--- src/rtl/ls_pkg.sv ---
// Shared types and helpers for the load/store reservation station.
// Entry field widths follow the LS_* defaults; override package and top together.
package ls_pkg;

  localparam int LS_DEPTH   = 4;
  localparam int LS_PREG_W  = 6;
  localparam int LS_ROB_W   = 4;
  localparam int LS_IMM_W   = 16;
  localparam int LS_NUM_CDB = 2;

  typedef struct packed {
    logic                 valid;
    logic                 mem_ren;
    logic                 mem_wen;
    logic [LS_ROB_W-1:0]  rob_num;
    logic [LS_PREG_W-1:0] p_rd;
    logic [LS_PREG_W-1:0] p_rs;
    logic                 v_rs;
    logic [LS_PREG_W-1:0] p_rt;
    logic                 v_rt;
    logic [LS_IMM_W-1:0]  immed;
  } lss_entry_t;

  // Distance of a ROB tag from the ROB head; larger means younger.
  function automatic logic [LS_ROB_W-1:0] rob_age(input logic [LS_ROB_W-1:0] tag,
                                                  input logic [LS_ROB_W-1:0] head);
    return tag - head;
  endfunction

endpackage

--- src/rtl/lss_wakeup_cam.sv ---
// Compares one source tag against every completion broadcast.
// cdb_valid already folds in complete & RegDest_compl.
module lss_wakeup_cam
  import ls_pkg::*;
#(
  parameter int PREG_W  = LS_PREG_W,
  parameter int NUM_CDB = LS_NUM_CDB
) (
  input  logic [PREG_W-1:0]         tag,
  input  logic [NUM_CDB*PREG_W-1:0] cdb_tags,
  input  logic [NUM_CDB-1:0]        cdb_valid,
  output logic                      match
);

  always_comb begin
    match = 1'b0;
    for (int k = 0; k < NUM_CDB; k++) begin
      if (cdb_valid[k] && (cdb_tags[k*PREG_W +: PREG_W] == tag)) begin
        match = 1'b1;
      end
    end
  end

endmodule

--- src/rtl/ls_station_mp.sv ---
// In-order load/store reservation station: circular buffer with CDB wakeup,
// head-only issue under ready/valid, and suffix squash on ROB recovery.
module ls_station_mp
  import ls_pkg::*;
#(
  parameter int DEPTH   = LS_DEPTH,
  parameter int PREG_W  = LS_PREG_W,
  parameter int ROB_W   = LS_ROB_W,
  parameter int IMM_W   = LS_IMM_W,
  parameter int NUM_CDB = LS_NUM_CDB
) (
  input  logic                      clk,
  input  logic                      rst,
  input  logic                      isDispatch,
  input  logic [ROB_W-1:0]          rob_num_dp,
  input  logic [PREG_W-1:0]         p_rd_new,
  input  logic [PREG_W-1:0]         p_rs,
  input  logic [PREG_W-1:0]         p_rt,
  input  logic                      v_rs,
  input  logic                      v_rt,
  input  logic                      mem_ren,
  input  logic                      mem_wen,
  input  logic [IMM_W-1:0]          immed,
  input  logic                      stall_hazard,
  input  logic                      recover,
  input  logic [ROB_W-1:0]          rob_num_rec,
  input  logic [ROB_W-1:0]          rob_head,
  input  logic [NUM_CDB*PREG_W-1:0] p_rd_compl,
  input  logic [NUM_CDB-1:0]        RegDest_compl,
  input  logic [NUM_CDB-1:0]        complete,
  input  logic                      issue_ready,
  output logic [PREG_W-1:0]         p_rs_out,
  output logic [PREG_W-1:0]         p_rt_out,
  output logic [PREG_W-1:0]         p_rd_out,
  output logic [IMM_W-1:0]          immed_out,
  output logic [ROB_W-1:0]          rob_num_out,
  output logic                      RegDest_out,
  output logic                      mem_ren_out,
  output logic                      mem_wen_out,
  output logic                      issue,
  output logic                      lss_full,
  output logic                      lss_empty,
  output logic [$clog2(DEPTH):0]    lss_count
);

  localparam int PTR_W = $clog2(DEPTH);
  localparam int CNT_W = $clog2(DEPTH) + 1;

  lss_entry_t       entries_q [DEPTH];
  lss_entry_t       entries_d [DEPTH];
  logic [PTR_W-1:0] head_q, head_d, tail_q, tail_d;
  logic [CNT_W-1:0] count_q, count_d;
  logic             full_q, full_d, empty_q, empty_d;

  logic [PREG_W-1:0] p_rs_out_q, p_rs_out_d, p_rt_out_q, p_rt_out_d, p_rd_out_q, p_rd_out_d;
  logic [IMM_W-1:0]  immed_out_q, immed_out_d;
  logic [ROB_W-1:0]  rob_num_out_q, rob_num_out_d;
  logic              reg_dest_out_q, reg_dest_out_d;
  logic              mem_ren_out_q, mem_ren_out_d, mem_wen_out_q, mem_wen_out_d;
  logic              issue_q, issue_d;

  logic [NUM_CDB-1:0] cdb_valid;
  logic [DEPTH-1:0]   rs_hit, rt_hit;
  logic               dp_rs_hit, dp_rt_hit;

  lss_entry_t       head_entry;
  logic             head_ready, do_issue, do_dispatch;
  logic [ROB_W-1:0] rec_age;
  logic [DEPTH-1:0] flush;
  logic [CNT_W-1:0] flush_cnt;
  logic             flush_any;
  logic [PTR_W-1:0] oldest_idx, scan_idx;

  assign cdb_valid = complete & RegDest_compl;

  for (genvar i = 0; i < DEPTH; i++) begin : g_entry_cam
    lss_wakeup_cam #(.PREG_W(PREG_W), .NUM_CDB(NUM_CDB)) u_rs_cam (
      .tag(entries_q[i].p_rs), .cdb_tags(p_rd_compl), .cdb_valid(cdb_valid), .match(rs_hit[i])
    );
    lss_wakeup_cam #(.PREG_W(PREG_W), .NUM_CDB(NUM_CDB)) u_rt_cam (
      .tag(entries_q[i].p_rt), .cdb_tags(p_rd_compl), .cdb_valid(cdb_valid), .match(rt_hit[i])
    );
  end

  lss_wakeup_cam #(.PREG_W(PREG_W), .NUM_CDB(NUM_CDB)) u_dp_rs_cam (
    .tag(p_rs), .cdb_tags(p_rd_compl), .cdb_valid(cdb_valid), .match(dp_rs_hit)
  );
  lss_wakeup_cam #(.PREG_W(PREG_W), .NUM_CDB(NUM_CDB)) u_dp_rt_cam (
    .tag(p_rt), .cdb_tags(p_rd_compl), .cdb_valid(cdb_valid), .match(dp_rt_hit)
  );

  // Issue/dispatch qualification plus the recovery flush mask; the oldest
  // flushed slot is found by scanning in program order from the head.
  always_comb begin
    head_entry  = entries_q[head_q];
    head_ready  = head_entry.valid & head_entry.v_rs & (~head_entry.mem_wen | head_entry.v_rt);
    do_issue    = head_ready & issue_ready & ~recover;
    do_dispatch = isDispatch & ~stall_hazard & ~recover & ~full_q;
    rec_age     = rob_age(rob_num_rec, rob_head);
    flush       = '0;
    flush_cnt   = '0;
    for (int i = 0; i < DEPTH; i++) begin
      flush[i]  = entries_q[i].valid & (rob_age(entries_q[i].rob_num, rob_head) >= rec_age);
      flush_cnt = flush_cnt + CNT_W'(flush[i]);
    end
    flush_any  = 1'b0;
    oldest_idx = tail_q;
    scan_idx   = head_q;
    for (int j = 0; j < DEPTH; j++) begin
      scan_idx = head_q + PTR_W'(j);
      if (flush[scan_idx] && !flush_any) begin
        flush_any  = 1'b1;
        oldest_idx = scan_idx;
      end
    end
  end

  always_comb begin
    for (int i = 0; i < DEPTH; i++) begin
      entries_d[i] = entries_q[i];
      if (entries_q[i].valid && rs_hit[i]) entries_d[i].v_rs = 1'b1;
      if (entries_q[i].valid && rt_hit[i]) entries_d[i].v_rt = 1'b1;
    end
    head_d  = head_q;
    tail_d  = tail_q;
    count_d = count_q;

    if (recover) begin
      for (int i = 0; i < DEPTH; i++) begin
        if (flush[i]) entries_d[i].valid = 1'b0;
      end
      if (flush_any) begin
        tail_d  = oldest_idx;
        count_d = count_q - flush_cnt;
      end
    end else begin
      if (do_issue) begin
        entries_d[head_q].valid = 1'b0;
        head_d = head_q + 1'b1;
      end
      if (do_dispatch) begin
        entries_d[tail_q].valid   = 1'b1;
        entries_d[tail_q].mem_ren = mem_ren;
        entries_d[tail_q].mem_wen = mem_wen;
        entries_d[tail_q].rob_num = rob_num_dp;
        entries_d[tail_q].p_rd    = p_rd_new;
        entries_d[tail_q].p_rs    = p_rs;
        entries_d[tail_q].v_rs    = v_rs | dp_rs_hit;
        entries_d[tail_q].p_rt    = p_rt;
        entries_d[tail_q].v_rt    = v_rt | dp_rt_hit;
        entries_d[tail_q].immed   = immed;
        tail_d = tail_q + 1'b1;
      end
      count_d = count_q + CNT_W'(do_dispatch) - CNT_W'(do_issue);
    end

    full_d  = (count_d == CNT_W'(DEPTH));
    empty_d = (count_d == '0);
  end

  // Output data registers only move on an issue; loads are the ops that write a register.
  always_comb begin
    issue_d        = do_issue;
    p_rs_out_d     = p_rs_out_q;
    p_rt_out_d     = p_rt_out_q;
    p_rd_out_d     = p_rd_out_q;
    immed_out_d    = immed_out_q;
    rob_num_out_d  = rob_num_out_q;
    reg_dest_out_d = reg_dest_out_q;
    mem_ren_out_d  = mem_ren_out_q;
    mem_wen_out_d  = mem_wen_out_q;
    if (do_issue) begin
      p_rs_out_d     = head_entry.p_rs;
      p_rt_out_d     = head_entry.p_rt;
      p_rd_out_d     = head_entry.p_rd;
      immed_out_d    = head_entry.immed;
      rob_num_out_d  = head_entry.rob_num;
      reg_dest_out_d = head_entry.mem_ren;
      mem_ren_out_d  = head_entry.mem_ren;
      mem_wen_out_d  = head_entry.mem_wen;
    end
  end

  always_ff @(posedge clk) begin
    if (rst) begin
      for (int i = 0; i < DEPTH; i++) entries_q[i] <= '0;
      head_q         <= '0;
      tail_q         <= '0;
      count_q        <= '0;
      full_q         <= 1'b0;
      empty_q        <= 1'b1;
      issue_q        <= 1'b0;
      p_rs_out_q     <= '0;
      p_rt_out_q     <= '0;
      p_rd_out_q     <= '0;
      immed_out_q    <= '0;
      rob_num_out_q  <= '0;
      reg_dest_out_q <= 1'b0;
      mem_ren_out_q  <= 1'b0;
      mem_wen_out_q  <= 1'b0;
    end else begin
      for (int i = 0; i < DEPTH; i++) entries_q[i] <= entries_d[i];
      head_q         <= head_d;
      tail_q         <= tail_d;
      count_q        <= count_d;
      full_q         <= full_d;
      empty_q        <= empty_d;
      issue_q        <= issue_d;
      p_rs_out_q     <= p_rs_out_d;
      p_rt_out_q     <= p_rt_out_d;
      p_rd_out_q     <= p_rd_out_d;
      immed_out_q    <= immed_out_d;
      rob_num_out_q  <= rob_num_out_d;
      reg_dest_out_q <= reg_dest_out_d;
      mem_ren_out_q  <= mem_ren_out_d;
      mem_wen_out_q  <= mem_wen_out_d;
    end
  end

  assign p_rs_out    = p_rs_out_q;
  assign p_rt_out    = p_rt_out_q;
  assign p_rd_out    = p_rd_out_q;
  assign immed_out   = immed_out_q;
  assign rob_num_out = rob_num_out_q;
  assign RegDest_out = reg_dest_out_q;
  assign mem_ren_out = mem_ren_out_q;
  assign mem_wen_out = mem_wen_out_q;
  assign issue       = issue_q;
  assign lss_full    = full_q;
  assign lss_empty   = empty_q;
  assign lss_count   = count_q;

endmodule
--- config.mk ---
export PLATFORM = sky130hd
export DESIGN_NAME = ls_station_mp
export DESIGN_NICKNAME = d
export VERILOG_FILES = /design/src/rtl/ls_pkg.sv /design/src/rtl/lss_wakeup_cam.sv /design/src/rtl/ls_station_mp.sv
export SDC_FILE = /design/constraint.sdc
export NUM_CORES = 1
export LEC_CHECK = 0
export CORE_UTILIZATION = 40
export CTS_CLUSTER_DIAMETER = 100
export DETAILED_ROUTE_END_ITERATION = 16
export HOLD_SLACK_MARGIN = 0.12
export PLACE_DENSITY = 0.65
export REMOVE_ABC_BUFFERS = 1
export SETUP_SLACK_MARGIN = 0.3
export SYNTH_ARGS = -nofsm -noshare
export SYNTH_HDL_FRONTEND = slang
export SYNTH_SLANG_ARGS = --single-unit
export TNS_END_PERCENT = 50
--- constraint.sdc ---
create_clock -name clk -period 10.2 [get_ports clk]
set_clock_uncertainty 0.15 [all_clocks]
set_input_delay 1.53 -clock clk [delete_from_list [all_inputs] [get_ports clk]]
set_output_delay 1.53 -clock clk [all_outputs]
set_load 0.005 [all_outputs]
==> flow_metrics.tcl <==
set metrics [dict create \
    status "finished with violations" \
    failed_checks "design-rule violations" \
    drive_above_1_share_pct 8.28 \
    final_cell_mix "420 x nand2_1, 222 x dfxtp_1, 210 x a21oi_1, 117 x clkdlybuf4s50_1, 70 x xnor2_1" \
    antenna_found_initial 0 \
    drc 2 \
    htree_levels 1 \
    grt_pass1_vias 9456 \
    grt_pass1_wl_microns 51800 \
    crit_required_ps 10520 \
    vias 9745 \
    period_minus_slack_ps 6440 \
    drv_slew 0 \
    busiest_layer "met2" \
    power_density_nw_per_um2 148 \
    syn_inst 1398 \
    fin_crit_sh_pct 63.1 \
    cts_buffers 26 \
    io_buffers 118 \
    dr.pass1.iters 11 \
    routed_wl_microns 32100 \
    synth_edf_count 0 \
    grtUsageMet3_pct 2.72 \
    drv_cap 0 \
    yosysSeqAreaShare_pct 38.6 \
    grt_max_degree 105 \
    end_kind "flop" \
    synthDistinctLibCells 64 \
    vdd_drop_max_v 0.000107 \
    synthFlopType "dfxtp_1" \
    drtAntennaViolNets 0 \
    post_cts_buffers 0 \
    dp_hpwl_microns 19700 \
    cts_hold_repair.buffers 0 \
    path_class "in2reg" \
    worstHoldPathType "reg2reg" \
    cp_common_cell "fa_1" \
    core_region_area_sq_um 28600 \
    via_per_inst 5.28 \
    fp.dieH_microns 172 \
    grt_util_met1_pct 30.2 \
    mostFrequentLayoutCell "nand2_1" \
    crit_slowest_cell "clkdlybuf4s50_1" \
    met2_usage_pct 37.6 \
    insertion_delay_ps 540 \
    path_max_fanout 6 \
    preCtsSetupSlack_ps 3220 \
    drt-wirelength-per-cell_microns 17.4 \
    slew_headroom_pct 24.1 \
    ctsResizeCount 0 \
    clockRootBuffer "clkbuf_16" \
    start_kind "input pin" \
    critPathBufInv 5 \
    tightest_slew_ps 1130 \
    p_leak_nw 4.64 \
    cpPeakStageDelay_ps 610 \
    die-area_sq_um 29700 \
    diodes 0 \
    worst_ep_arrival_time_ps 6750 \
    finalSetupViolCount 0 \
    rows 62 \
    initial_core_util_pct 40.6 \
    globalplace.congestion 0.852 \
    ios 119 \
    ys_ff_latch 224 \
    critPathTopFamily "adder cells" \
    track_usage_pct 22.2 \
    fillers 2736 \
    dp_cells 1800 \
    die_x_microns 172 \
    syn_area_sq_um 11600 \
    grt_overflow 0 \
    cts_sinks 224 \
    setup-tns-final_ps 0 \
    syn_to_final_growth_pct 18.8 \
    hold_violations 0 \
    cts_buffer_depth 3 \
    fmax_mhz 155 \
    rsz0062_at_grt "no" \
    yosysWarnings 0 \
    path_cells "clkdlybuf4s50_1, inv_1, ha_1, fa_1, ha_1, nor2_1, a31oi_1, maj3_2, maj3_2, and2_4, clkinv_4, fa_1, fa_1, inv_1, fa_1, inv_1, fa_1, nor3b_1, o21ai_0, a21boi_0" \
    avgSynthCellArea_sq_um 8.32 \
    cts_tree "done" \
    finalWorstSetupSlack_ps 3760 \
    fin_cells 1845 \
    drt-initial-drc-count 717 \
    nets 1556 \
    async_reset_ff_share_pct 0 \
    cts.clk_slew.worst_paths_ps 60 \
]
Yosys cell counts (3+ instances only):
| cell | n | area [sq um] |
|---|---|---|
| nor2_1 | 16 | 60.1 |
| maj3_2 | 3 | 33.8 |
| a31oi_1 | 4 | 25.0 |
| nand2b_1 | 3 | 18.8 |
| clkbuf_1 | 99 | 372 |
| a21boi_0 | 3 | 22.5 |
| a221oi_1 | 8 | 70.1 |
| nor2b_1 | 4 | 25.0 |
| nor3_1 | 7 | 35.0 |
| xor2_1 | 69 | 604 |
| mux2i_1 | 4 | 40.0 |
| buf_4 | 3 | 22.5 |
| buf_1 | 5 | 18.8 |
| xnor2_1 | 70 | 613 |
| a21oi_1 | 210 | 1050 |
| nand4_1 | 20 | 125 |
| nor3b_1 | 3 | 22.5 |
| nand2_1 | 424 | 1590 |
| inv_1 | 35 | 131 |
| a211oi_1 | 4 | 30.0 |
| ha_1 | 29 | 363 |
| nand3_1 | 10 | 50.1 |
| mux4_2 | 41 | 923 |
| o21ai_0 | 19 | 95.1 |
| dfxtp_1 | 224 | 4480 |
| and2_1 | 6 | 37.5 |
| nor4_1 | 20 | 125 |
| o221ai_1 | 3 | 26.3 |
| fa_1 | 11 | 220 |
layer usage:
metal,share of wire [%],routed length [microns]
met1,47,15000
met2,47,15100
met3,5.0,1610
met4,1.4,449
met5,0,0
layout make-up:
cell class	instances	area (sq um)	area share (%)
repair buffers	128	1260	9.10
clock inverters	8	104	0.752
inverters	39	151	1.10
clock buffers	37	752	5.44
multi-input cells	1025	6580	47.6
well taps	384	480	3.48
flip-flops and latches	224	4490	32.5
path summary, 6_finish.rpt:
kind | to | startpoint | slack (ps) | cells past startpoint
worst max-delay path | lss_full$_SDFF_PP0_ | rob_num_rec[0] | 3760 | 20
worst min-delay path | flop | flop | 300 | 2
worst max register to register | lss_full$_SDFF_PP0_ | flop | 5140 | 20
worst min register to register | flop | flop | 300 | 2
logic make-up (layout without fill, tap and decap cells):
group | Yosys count | in the layout | share of synthesized area, %
fa+ha+maj | 44 | 44 | 5.39
xor+xnor | 141 | 141 | 10.8
flops | 224 | 224 | 38.6
buf+inv | 149 | 212 | 5.02
mux | 46 | 46 | 8.51
compound gates | 269 | 269 | 12.8
simple gates | 525 | 525 | 19.0
through the flow:
| stage | hold slack (ps) | total power [mW] | util, % | instance area (sq um) |
|---|---|---|---|---|
| floorplan | 277 | 1.03 | - | 11200 |
| finish | 301 | 2.04 | 48.3 | 13800 |
| detailed placement | 295 | 1.13 | 45.3 | 13000 |
| global route | 317 | 2.12 | 48.3 | 13800 |
| CTS | 303 | 2.06 | 48.3 | 13800 |
| global placement | 290 | 1.13 | 45.3 | 13000 |
worst min-delay path, delay by kind of cell (launching register included):
kind,cells,cell delay (ps)
AO/OA/AOI/OAI,1,50
AND/OR/NAND/NOR,1,50
flip-flops,1,300
report_power, final:
part / switching, mW / internal [mW]
logic: 0.120 / 0.0949
registers: 0.0115 / 0.887
clock network: 0.369 / 0.560
total: 0.501 / 1.54
No activity file was read; power rests on OpenSTA's default activity.
==> edit 1: new RTL, same settings <==
Make the reset (`rst`) asynchronous in one clocked block.
--- a/src/rtl/ls_station_mp.sv
+++ b/src/rtl/ls_station_mp.sv
@@ -183,3 +183,3 @@
 
-  always_ff @(posedge clk) begin
+  always_ff @(posedge clk or posedge rst) begin
     if (rst) begin
Behaviour: differs if rst is asserted again (counterexample within 4 cycles, from zero or initial values and one cycle with rst high); with rst held inactive, the same outputs for 4 cycles.
==> edit 1 against the original RTL <==
Worst setup slack got worse by 670 ps; area after synthesis up 6.0%; cell area increased by 6.9%; synthesized cell count is 33% lower; wire length is 9.2% lower; non-clock buffer count decreased by 2; sequential cell count down 2; via count is 19% lower; core utilization is 1.0 points higher; count of clock-buffer cells in the layout shrank 3; largest cell class unchanged; highest routed layer unchanged.
Power is not compared: it rests on default switching activity, and its combinational part moved more than twofold at a synthesized area within 25%.
==> edit 1: results (changes against the original RTL) <==
status finished clean; Synth Flop Type dfrtp_1; dpl cells 1399 (-22%); via count 7852 (-19%); Synth top cells by count dfrtp_1 (221), mux2_2 (204), xor2_1 (80), xnor2_1 (63); largest net degree at the start of global routing 157 (+50%); clock buffer depth 3 (unchanged); grt met2 use 32.4% (-5.2 points); first-pass GRT wire length 46900 um (-9.6%); met2 wire len 14300 um (-5.7%); asr flop ratio synth 100% (+100 points); M1 wire length 12900 um (-14%); cts bufs inserted 26 (unchanged); Syn Inst Count 933 (-33%); Detailed Place HPWL 18700 um (-5.0%); vias in the first global route 8327 (-12%); vias per cell 5.43 (+2.7%); Fillers 2654 (-3.0%); fin nets 1151 (-26%); n_diodes 0 (unchanged); DR iter-0 viols 369 (-49%); pre-CTS WS 2550 ps (-670 ps); met1 usage 25.6% (-4.7 points); worst-path fanout max 7 (+1); GP Congestion 0.829 (-2.6%); clock transition at the registers of the reported paths 60 ps (about the same); routed wl met3 1330 um (-17%); GR Util All Layers 19.2% (-3.0 points); leading post-synthesis cells by cell area dfrtp_1 (45%), mux2_2 (19%), mux4_2 (7.3%), xor2_1 (5.7%), xnor2_1 (4.5%); final hold slack 350 ps (+48.4 ps); Adder-Cell Fraction of Synth Area 5.53% (+0.14 points); final setup margin 3090 ps (-672 ps); post-CTS sizing 0 (unchanged); FF-to-FF setup slack 4380 ps (-760 ps); met3 Use GR 3.43% (+0.70 points); DR pass1 iterations 4 (-7); post-synthesis sequential area ratio 45.1% (+6.5 points); r2r startpoint entries_q[36]; dpl cell area 13800 um2 (+6.8%); Compound-Gate Fraction of Synth Area 4.02% (-8.8 points); reg2reg path depth 21 (+5.0%); mux cell area share after synthesis 26.8% (+18 points); Routed WL 29200 um (-9.2%); worst slew pin tran 1060 ps (-78.4 ps); max incr delay on CP 600 ps; share of layout cells above drive strength 1 30.4% (+22 points); Root Driver clkbuf_16; Netlist cell types 71 (+11%); top sig layer met4; Post-Synth XOR/XNOR Area 10.4% (-0.32 points); initial antenna violation count 0 (unchanged); FF-to-FF End lss_full
## edit 1: worst min-delay path by stage
stage             startpoint       endpoint  cells after the start
2_1_floorplan  entries_q[43]  entries_q[43]                      1
3_3_place_gp   entries_q[46]  entries_q[46]                      1
3_5_place_dp   entries_q[55]  entries_q[55]                      1
4_1_cts        entries_q[55]  entries_q[55]                      1
5_1_grt         entries_q[9]   entries_q[9]                      1
6_report       entries_q[55]  entries_q[55]                      1
## edit 1: area by class of cell
cell class / instances / area, um2 / area share [%]
clock buffers: 34 / 711 / 4.81
well taps: 390 / 488 / 3.31
inverters: 38 / 150 / 1.02
flip-flops and latches: 222 / 5560 / 37.7
repair buffers: 126 / 1240 / 8.41
clock inverters: 14 / 209 / 1.42
multi-input cells: 623 / 6400 / 43.4
## edit 1: kinds of logic (layout without fill, tap and decap cells)
logic type,Yosys count,in the layout
AOI/OAI and AO/OA,69,69
xor gates and xnor gates,145,145
adders and majority gates,49,49
buffers and inverters,88,212
DFF,222,222
muxes,254,254
and+or+nand+nor,106,106
==> edit 2: new RTL, config.mk and constraints unchanged <==
Made on the original files. Set the package constant `LS_DEPTH` to 2 (it was 4).
--- a/src/rtl/ls_pkg.sv
+++ b/src/rtl/ls_pkg.sv
@@ -4,3 +4,3 @@
 
-  localparam int LS_DEPTH   = 4;
+  localparam int LS_DEPTH   = 2;
   localparam int LS_PREG_W  = 6;
Ports: changed (resized lss_count); port bits go from 119 to 118. The function was not compared with the original's and may differ.
==> edit 2 against the original RTL <==
Register-to-register slack improved by 960 ps; worst setup slack improved by 1100 ps; wire length decreased by 49%; combinational power decreased by 37%; total power decreased by 39%; sequential cell count decreased by 90; largest cell class unchanged; die area decreased by 43%; highest routed layer unchanged; area after synthesis decreased by 44%; cell area decreased by 40%.
==> edit 2: results (changes against the original RTL) <==
cts bufs inserted 17 (-35%); WL/cell 14.9 um (-14%); leading post-synthesis cells by cell area dfxtp_1 (41%), nand2_1 (9.4%), a21oi_1 (6.8%), mux2i_1 (6.1%), xor2_1 (5.6%); asr flop ratio synth 0% (unchanged); share of layout cells above drive strength 1 5.27% (-3.0 points); via count 5513 (-43%); DR pass1 iterations 5 (-6); Root Driver clkbuf_16; worst vdd ir 0.133 mV (+24%); worst slew pin tran 1050 ps (-87.5 ps); max incr delay on CP 520 ps (-90 ps); DR iter-0 viols 303 (-58%); Worst Path Arrival 5550 ps (-1200 ps); port bufs 117 (-0.85%); Worst-Skew Late Latency 420 ps (-120 ps); H-tree levels 4 (+3); dpl cell area 7790 um2 (-40%); clock transition at the registers of the reported paths 60 ps (about the same); n_diodes 0 (unchanged); status finished clean; Netlist cell types 47 (-27%); fin nets 954 (-39%); pre-CTS WS 4390 ps (+1170 ps); worst-path fanout max 5 (-1); vias in the first global route 5118 (-46%); largest net degree at the start of global routing 92 (-12%); first-pass GRT wire length 25700 um (-50%); Detailed Place HPWL 10600 um (-46%); final setup violation count 0 (unchanged); Synth top cells by count nand2_1 (165), dfxtp_1 (134), a21oi_1 (89), clkbuf_1 (50), nor2_1 (49); GP Congestion 0.873 (+2.5%); Synth Flop Type dfxtp_1; Hold Crit Class flip-flop to flip-flop; Syn Inst Count 784 (-44%); clock buffer depth 2 (-1); post-CTS sizing 0 (unchanged); post-synthesis sequential area ratio 40.9% (+2.3 points); GR Util All Layers 19.8% (-2.4 points); initial antenna violation count 0 (unchanged); vias per cell 5.06 (-4.2%); dpl cells 1058 (-41%); Slowest cell on crit path clkdlybuf4s50_1; LEAKAGE 0.00278 uW (-40%)
## edit 2: cell types whose count changed after synthesis, sizes merged, moves of 21 or more
cell,before,now
mux2i,4,40
dfxtp,224,134
xnor2,71,40
inv,37,16
clkbuf,99,50
xor2,70,42
a211oi,5,41
nor2,16,49
mux4,42,0
a21oi,210,89
nand2,424,165
## edit 2: logic make-up after synthesis
group / share of synthesized area (%)
AND/OR/NAND/NOR: 17.3
AO/OA/AOI/OAI: 15.4
flip-flops: 40.9
XOR/XNOR: 11.0
buffers and inverters: 4.79
multiplexers: 6.10
adder cells (fa/ha/maj): 4.62
## edit 2: critical path, delay by kind of cell
family	cells	cell delay, ps
AO/OA/AOI/OAI	5	960
AND/OR/NAND/NOR	1	240
XOR/XNOR	1	150
adder cells (fa/ha/maj)	6	2090
buffers and inverters	2	580
## edit 2: per-layer routing
metal / track usage [%] / vias up / routed length, um
li1: - / 2811 / -
met1: 26.6 / 2537 / 7870
met2: 30.9 / 144 / 7340
met3: 3.98 / 21 / 827
met4: 8.14 / 0 / 240
met5: 0 / - / 0
## edit 2: worst paths after layout
| kind | start | to | slack (ps) | cells past startpoint |
|---|---|---|---|---|
| min | flip-flop | flip-flop | 300 | 2 |
| max reg2reg | flip-flop | lss_full | 6100 | 15 |
| max | rob_head[0] | lss_full | 4850 | 15 |
| min reg2reg | flip-flop | flip-flop | 300 | 2 |
## edit 2: cell type report
type                            instances  area (um2)
Clock buffer                           19         443
Clock inverter                         12         105
Fill cell                            1554        7600
Inverter                               16        60.1
Multi-Input combinational cell        571        3580
Sequential cell                       134        2680
Tap cell                              216         270
Timing Repair Buffer                  121        1200
## edit 2: power by group
group          total (uW)  internal (uW)  switching [uW]  leakage [uW]
Clock                 572            339             233      0.000269
Combinational         135           65.6            69.5       0.00142
Sequential            541            533            8.15       0.00108
